==> config.mk <==
export PLATFORM = sky130hd
export DESIGN_NAME = fetch_sequencer
export DESIGN_NICKNAME = d
export VERILOG_FILES = /design/src/rtl/fetch_sequencer.sv
export SDC_FILE = /design/constraint.sdc
export NUM_CORES = 1
export LEC_CHECK = 0
export BUFFER_PORTS_ARGS = -buffer_cell sky130_fd_sc_hd__buf_4
export CORE_MARGIN = 5
export CORE_UTILIZATION = 40
export CTS_BUF_LIST = sky130_fd_sc_hd__clkbuf_16
export CTS_CLUSTER_DIAMETER = 150
export DETAILED_ROUTE_END_ITERATION = 12
export HOLD_SLACK_MARGIN = 0.06
export SLEW_MARGIN = 10
export SYNTH_ARGS = -nofsm -noshare
export SYNTH_HDL_FRONTEND = slang
export SYNTH_SLANG_ARGS = --single-unit
==> constraint.sdc <==
create_clock -name clock -period 2.9 [get_ports clock]
set_input_delay 0.58 -clock clock [delete_from_list [all_inputs] [get_ports clock]]
set_output_delay 0.58 -clock clock [all_outputs]
set_load 0.01 [all_outputs]
==> src/rtl/fetch_sequencer.sv <==
// fetch_sequencer: fetch/decode sequencer with a 4-entry return stack and fault halting
module fetch_sequencer (
  input  logic        clock,
  input  logic        reset,
  input  logic        run,
  input  logic [15:0] instr,
  input  logic        instrValid,
  input  logic [15:0] pcIndex,
  input  logic        branchTaken,
  input  logic        execDone,
  output logic        pcEnable,
  output logic        pcIncOrSet,
  output logic [15:0] pcNewValue,
  output logic        memReq,
  output logic [15:0] irOut,
  output logic        irValid,
  output logic        halted,
  output logic [1:0]  faultCode
);
  typedef enum logic [2:0] {IDLE, FETCH, DECODE, OPFETCH, BRANCH, EXEC, HALT} state_t;
  state_t state;
  logic [15:0] ir, tgt, ret_val;
  logic [15:0] stack [4];
  logic [2:0] sp;
  logic halt_pend, is_jmp, is_br, is_call, is_ret, is_hlt, taken, tgt_bad, call_full, push;
  assign is_jmp = ir[15:12] == 4'hC;
  assign is_br = ir[15:12] == 4'hD;
  assign is_call = ir[15:12] == 4'hE;
  assign is_ret = ir == 16'hF000;
  assign is_hlt = ir == 16'hFFFF;
  assign taken = is_jmp || is_call || (is_br && branchTaken);
  assign tgt_bad = tgt > 16'hBFFF;
  assign call_full = is_call && sp == 3'd4;
  assign push = state == BRANCH && is_call && !call_full && !tgt_bad;
  assign ret_val = stack[sp[1:0] - 2'd1];
  // Stack storage carries no reset: entries are only ever read below sp.
  always_ff @(posedge clock)
    if (push) stack[sp[1:0]] <= pcIndex + 16'd1;
  // memReq is raised one cycle after entering FETCH/OPFETCH so any pending PC strobe has landed.
  always_ff @(posedge clock or negedge reset) begin
    if (!reset) begin
      state <= IDLE;
      ir <= '0;
      tgt <= '0;
      sp <= '0;
      halt_pend <= 1'b0;
      pcEnable <= 1'b0;
      pcIncOrSet <= 1'b0;
      pcNewValue <= '0;
      memReq <= 1'b0;
      irOut <= '0;
      irValid <= 1'b0;
      halted <= 1'b0;
      faultCode <= '0;
    end else begin
      pcEnable <= 1'b0;
      pcIncOrSet <= 1'b0;
      pcNewValue <= '0;
      case (state)
        IDLE: state <= run ? FETCH : IDLE;
        FETCH, OPFETCH:
          if (memReq && instrValid) begin
            if (state == FETCH) ir <= instr;
            else tgt <= instr;
            memReq <= 1'b0;
            state <= state == FETCH ? DECODE : BRANCH;
          end else memReq <= 1'b1;
        DECODE:
          if (is_hlt || (is_ret && (sp == 3'd0 || ret_val > 16'hBFFF))) begin
            state <= HALT;
            halted <= 1'b1;
            faultCode <= is_hlt ? 2'd0 : sp == 3'd0 ? 2'd2 : 2'd3;
          end else if (is_ret) begin
            sp <= sp - 3'd1;
            pcEnable <= 1'b1;
            pcIncOrSet <= 1'b1;
            pcNewValue <= ret_val;
            state <= FETCH;
          end else if (is_jmp || is_br || is_call) begin
            pcEnable <= 1'b1;
            state <= OPFETCH;
          end else begin
            halt_pend <= pcIndex == 16'hBFFF;
            pcEnable <= pcIndex != 16'hBFFF;
            irOut <= ir;
            irValid <= 1'b1;
            state <= EXEC;
          end
        BRANCH:
          if (call_full || (taken && tgt_bad)) begin
            state <= HALT;
            halted <= 1'b1;
            faultCode <= call_full ? 2'd1 : 2'd3;
          end else begin
            pcEnable <= 1'b1;
            pcIncOrSet <= taken;
            pcNewValue <= taken ? tgt : '0;
            sp <= sp + {2'b0, is_call};
            state <= FETCH;
          end
        EXEC:
          if (execDone) begin
            irOut <= '0;
            irValid <= 1'b0;
            halted <= halt_pend;
            state <= halt_pend ? HALT : FETCH;
          end
        HALT: state <= HALT;
        default: state <= IDLE;
      endcase
    end
  end
endmodule

==> impl_metrics.tcl, run 1 <==
set metrics [dict create \
    drc_errors 0 \
    drt_iter0_markers 169 \
    wl_per_cell_um 18.6 \
    placed_cells 657 \
    drive_gt1_share_pct 37.9 \
    grt_overflow_total 0 \
    ys_seq_area_share_pct 63.2 \
    synth-edff-count 64 \
    worst_ep_arrival_time_ns 2.84 \
    antenna_found_initial 0 \
    port_buffers 76 \
    die_area_um2 17900 \
    busiest_layer "met2" \
    routed_wl_um 12800 \
    skew_ns 0.00691 \
    cp_data_required_time_ns 3.20 \
    viasPerCell 5.35 \
    clock_latency_ns 0.42 \
    fp.dieH_um 134 \
    grt_pass1_vias 3913 \
    slew_headroom_pct 34.9 \
    fill_cells 1302 \
    avgSynthCellArea_um2 15.4 \
    synthCells 399 \
    path_max_fanout 5 \
    start_kind "flop" \
    reg2reg_slack_ns 0.37 \
    cts.clk_slew.worst_paths_ns 0.06 \
    ant_nets 0 \
    ioPinCount 77 \
    r2r_cells 7 \
    vdd_drop_max_mv 0.416 \
    grt_use_met3_pct 3.86 \
    gp_congestion 0.831 \
    period_needed_ns 2.53 \
    clockBufferDepth 2 \
    die_w_um 134 \
    fin_setup_tns_ns 0 \
    finalSetupViolCount 0 \
    drv_cap 0 \
    cts_tree "built" \
    grtUsageTotal_pct 15.1 \
    place_hpwl_um 9070 \
    hold_path_class "in -> async" \
    synth_area_um2 6130 \
    root_buffer "clkbuf_16" \
    yosysTopAreaCellShare_pct 31.8 \
    start_util_pct 40.5 \
    cts_setup_buffers 0 \
    rows 45 \
    critPathKind "reg -> reg" \
    cts_sinks 142 \
    yosys_warnings 0 \
    status "complete, no violations" \
    coreArea_um2 15100 \
    rr_startpoint "sp[1]$_DFFE_PN0P_" \
    cts.repair.resized 0 \
    areaGrowthSynthToFinish_pct 23.3 \
    finalNetCount 533 \
    final_cells 690 \
    cellPowerDensity_nw_per_um2 592 \
    grt_max_degree 79 \
    postSynth.asyncResetShare_pct 54.9 \
    ys_ff_latch 142 \
    mostFrequentLayoutCell "buf_4" \
    use_met2_pct 23.8 \
    syn-num-nets 444 \
    synthTopCellsByArea "dfrtp_1 (32%), edfxtp_1 (31%), mux2_2 (6.1%)" \
    rsz0062_at_grt "false" \
    timing.final.hold_violations 0 \
    dr_total_vias 3690 \
    fmax_mhz 395 \
    mostFrequentLayoutCells "buf_4 (87), dfrtp_1 (78), edfxtp_1 (64)" \
    end_kind "flop" \
    grt_pass1_wl_um 21000 \
    yosysTopAreaCell "dfrtp_1" \
    placed_cell_area_um2 6930 \
    final_area_um2 7560 \
    drtPass1Iterations 4 \
    final_core_util_pct 49.9 \
    synth_cell_types 54 \
    synth_top_flop_cell "dfrtp_1" \
    postCtsHoldBufs 0 \
    grtUsageMet1_pct 20.2 \
    cts_max_level 4 \
    worst_pin_slew_ns 0.976 \
    maxSlewViolCount 0 \
    period_share_pct 87.4 \
    power_leakage_nw 3.16 \
    cts_made_buffers 17 \
    r2r_end "faultCode[0]$_DFFE_PN0P_" \
]
## final cells by class
type                       count  area, um2  share of cell area [%]
clock buffer                  17        425                    5.63
sequential                   142       3870                    51.3
timing repair buffer          87        653                    8.64
antenna                        1       2.50                  0.0331
tap                          188        235                    3.11
inverter                      10       37.5                   0.497
clock inverter                15        198                    2.62
multi-input combinational    230       2130                    28.2
## critical path: stages (launching register included)
cell and delay, ns:
dfrtp_1 0.38, inv_1 0.12, ha_1 0.43, mux4_2 0.37, a21o_1 0.25, a211oi_1 0.53
a211oi_1 0.13, o32a_1 0.21
## metal layers
metal,vias up,wire length (um)
li1,1716,-
met1,1862,5760
met2,90,6170
met3,22,618
met4,0,272
met5,-,0
## worst max path at each step
| stage | startpoint | end | slack [ns] |
|---|---|---|---|
| after floorplan | sp[0]$_DFFE_PN0P_ | faultCode[0]$_DFFE_PN0P_ | 0.05 |
| after global placement | sp[1]$_DFFE_PN0P_ | faultCode[0]$_DFFE_PN0P_ | 0.51 |
| after detailed placement | sp[1]$_DFFE_PN0P_ | faultCode[0]$_DFFE_PN0P_ | 0.38 |
| after CTS | sp[1]$_DFFE_PN0P_ | faultCode[0]$_DFFE_PN0P_ | 0.38 |
| after global routing | sp[1]$_DFFE_PN0P_ | faultCode[1]$_DFFE_PN0P_ | 0.25 |
| final | sp[1]$_DFFE_PN0P_ | faultCode[0]$_DFFE_PN0P_ | 0.37 |
## sequential cells by signal (all words and copies together), names as in the netlist
signal / flops
halted: 1
faultCode: 2
memReq: 1
pcNewValue: 16
pcIncOrSet: 1
pcEnable: 1
irValid: 1
tgt: 16
stack: 64
sp: 3
irOut: 16
state: 3
ir: 16
halt_pend: 1
## cells in the mapped netlist, drive strengths merged, types with 2 or more instances
library cell / n
a211oi: 6
a21bo: 16
a21o: 2
a21oi: 5
a22o: 16
a22oi: 3
a31oi: 2
and2: 5
and3: 9
buf: 8
clkbuf: 9
dfrtp: 78
edfxtp: 64
ha: 6
inv: 10
mux2: 34
mux2i: 3
mux4: 16
nand2: 16
nand2b: 3
nand3: 6
nand4: 20
nor2: 14
nor3: 4
nor3b: 2
nor4: 3
o211ai: 4
o21ai: 6
or4: 4
xnor2: 8
xor2: 7
## stage by stage
| stage | hold WS (ns) | setup WS [ns] | power [mW] |
|---|---|---|---|
| 4_1_cts | 0.358 | 0.379 | 4.53 |
| 3_3_place_gp | 0.465 | 0.514 | 2.25 |
| 5_1_grt | 0.397 | 0.253 | 4.63 |
| 2_1_floorplan | 0.284 | 0.0494 | 2.17 |
| 3_5_place_dp | 0.471 | 0.384 | 2.26 |
| 6_report | 0.328 | 0.366 | 4.48 |
## report_power, final
part	leakage, nW	total (mW)	internal, mW	switching, mW
clock network	0.300	2.26	1.38	0.881
registers	1.55	2.11	2.11	0.000000331
logic	1.31	0.103	0.0425	0.0609
## cells by family (layout without fill, tap and decap cells)
logic type	Yosys count	in the layout	share of synthesized area, %
flip-flops	142	142	63.2
AND/OR/NAND/NOR	90	90	9.31
AO/OA/AOI/OAI	65	65	9.10
multiplexers	53	53	12.7
buffers and inverters	27	129	2.04
XOR/XNOR	15	15	2.14
adder cells (fa/ha/maj)	7	7	1.55
other	0	1	0
(Power assumes the default switching activity.)
==> inputs of run 2 (changes only) <==
--- a/config.mk
+++ b/config.mk
@@ -5,6 +5,7 @@
 export SDC_FILE = /design/constraint.sdc
 export NUM_CORES = 1
 export LEC_CHECK = 0
+export ABC_AREA = 1
 export BUFFER_PORTS_ARGS = -buffer_cell sky130_fd_sc_hd__buf_4
 export CORE_MARGIN = 5
 export CORE_UTILIZATION = 40
@@ -12,6 +13,7 @@
 export CTS_CLUSTER_DIAMETER = 150
 export DETAILED_ROUTE_END_ITERATION = 12
 export HOLD_SLACK_MARGIN = 0.06
+export PLACE_DENSITY = 0.57
 export SLEW_MARGIN = 10
 export SYNTH_ARGS = -nofsm -noshare
 export SYNTH_HDL_FRONTEND = slang
==> run 2 against run 1 <==
Synthesized area increased by 0.73%; cell count up 34%; routed wire length grew 5.8%; combinational power grew to 21 times the previous value; flip-flop and latch count is the same; sequential share of layout area increased by 0.50 points; hold slack worse by 0.023 ns; critical path type unchanged; largest power group is now sequential cells; highest routed layer unchanged.
==> impl_metrics.tcl, run 2 <==
set metrics [dict create \
    cts_made_buffers 17 \
    grtUsageTotal_pct 15.9 \
    die_w_um 134 \
    drt_iter0_markers 334 \
    rsz0062_at_grt "false" \
    synthTopCellsByArea "dfrtp_1 (32%), edfxtp_1 (31%), nand2_1 (10%)" \
    gp_congestion 0.828 \
    cts_setup_buffers 0 \
    cp_data_required_time_ns 3.19 \
    clock_latency_ns 0.41 \
    multi_input_comb_area_um2 1890 \
    largest_register_ff_count 64 \
    postSynth.asyncResetShare_pct 54.9 \
    diodes 0 \
    hold_path_class "in -> async" \
    worst_pin_slew_ns 0.965 \
    ant_nets 0 \
    grt_max_degree 79 \
    grt_overflow_total 0 \
    slew_headroom_pct 35.7 \
    cts.repair.resized 0 \
    drive_gt1_share_pct 18.0 \
    path_max_fanout 17 \
    areaGrowthSynthToFinish_pct 21.2 \
    fmax_mhz 430 \
    dr_total_vias 4431 \
    syn-num-nets 683 \
    vdd_drop_max_mv 0.444 \
    drtPass1Iterations 4 \
    fp.dieH_um 134 \
    end_kind "flop" \
    power_leakage_nw 3.56 \
    routed_wl_um 13600 \
    ys_ff_latch 142 \
    drc_errors 0 \
    yosysTopAreaCellShare_pct 31.6 \
    worst_ep_arrival_time_ns 2.62 \
    grt_pass1_vias 4374 \
    coreArea_um2 15100 \
    cts.clk_slew.worst_paths_ns 0.06 \
    start_kind "flop" \
    final_core_util_pct 49.4 \
    mostFrequentLayoutCell "nand2_1" \
    antenna_found_initial 0 \
    port_buffers 76 \
    synth_top_flop_cell "dfrtp_1" \
    cts_max_level 4 \
    synth_cell_types 31 \
    yosysMostFrequentCell "nand2_1" \
    synthCells 638 \
    period_needed_ns 2.33 \
    clockBufferDepth 2 \
    wl_per_cell_um 14.7 \
    viasPerCell 4.80 \
    maxSlewViolCount 0 \
    timing.final.hold_violations 0 \
    die_area_um2 18000 \
    synth-edff-count 64 \
    critPathKind "reg -> reg" \
    cts_tree "built" \
    grt_pass1_wl_um 22500 \
    finalSetupViolCount 0 \
    seqCellArea_um2 3870 \
    ys_seq_area_share_pct 62.7 \
    mostFrequentLayoutCells "nand2_1 (166), buf_4 (83), o21ai_0 (82)" \
    ioPinCount 77 \
    synth_common_cells "nand2_1 (166), o21ai_0 (82), dfrtp_1 (78), inv_1 (78), edfxtp_1 (64)" \
    rows 45 \
    place_hpwl_um 9590 \
    synth_area_um2 6180 \
    postCtsHoldBufs 0 \
    reg2reg_slack_ns 0.57 \
    skew_ns 0.00880 \
    avgSynthCellArea_um2 9.68 \
    hold_ws_ns 0.305 \
    finalNetCount 767 \
    yosys_warnings 0 \
    finalPower_mw 6.85 \
    start_util_pct 40.8 \
    period_share_pct 80.2 \
    status "complete, no violations" \
    fill_cells 1378 \
    yosysTopAreaCell "dfrtp_1" \
    fin_setup_tns_ns 0 \
    drv_cap 0 \
    cellPowerDensity_nw_per_um2 916 \
    root_buffer "clkbuf_16" \
    cts_sinks 142 \
]
run 2: final cells by class:
cell class	instances	area share, %
Sequential cell	142	51.8
Multi-Input combinational cell	393	25.3
Timing Repair Buffer	83	8.32
Clock buffer	18	6.02
Inverter	85	4.26
Tap cell	188	3.14
Clock inverter	14	1.19
run 2: per-stage QoR:
step | std cells | cell area [um2] | setup WS, ns
floorplan | 638 | 6180 | 0.387
global placement | 891 | 6950 | 0.709
detailed placement | 891 | 6950 | 0.544
CTS | 923 | 7480 | 0.531
global route | 923 | 7480 | 0.250
finish | 923 | 7480 | 0.573
run 2: worst paths after layout:
kind	to	from	cells past startpoint
min	irOut[7]$_DFFE_PN0P_	reset	1
max in group asynchronous	pcNewValue[15]$_DFF_PN0_	reset	1
min in group clock	state[0]$_DFFE_PN0P_	run	3
min reg2reg	irOut[9]$_DFFE_PN0P_	irOut[9]$_DFFE_PN0P_	2
max reg2reg	irOut[12]$_DFFE_PN0P_	sp[1]$_DFFE_PN0P_	11
max	irOut[12]$_DFFE_PN0P_	sp[1]$_DFFE_PN0P_	11
run 2: critical path: stages (launching register included):
cell and delay, ns:
dfrtp_1 0.39, inv_1 0.11, ha_1 0.40, inv_2 0.16, nand3_1 0.12, nand2_1 0.08, nand2_1 0.09, nand3_2 0.08
nand3_1 0.21, nand3_2 0.33, nand2_1 0.15, o21ai_0 0.08
run 2: logic make-up (layout without fill, tap and decap cells):
logic type	Yosys count	count (layout)	synth area share, %
AO/OA/AOI/OAI	106	106	9.02
XOR/XNOR	16	16	2.27
AND/OR/NAND/NOR	264	264	17.8
flip-flops	142	142	62.7
buffers and inverters	103	200	6.60
adder cells (fa/ha/maj)	7	7	1.54
run 2: routing by layer:
layer	wire [um]	vias up	share of wire (%)	global-route usage, %
met5	0	-	0	0
met4	111	0	0.82	5.09
met3	746	9	5.5	3.94
met2	6170	98	45	25.2
met1	6540	2086	48	21.7
li1	-	2238	-	-
run 2: power breakdown:
part | internal (mW) | switching, mW
registers | 2.47 | 0.264
logic | 0.783 | 1.38
clock network | 1.14 | 0.825
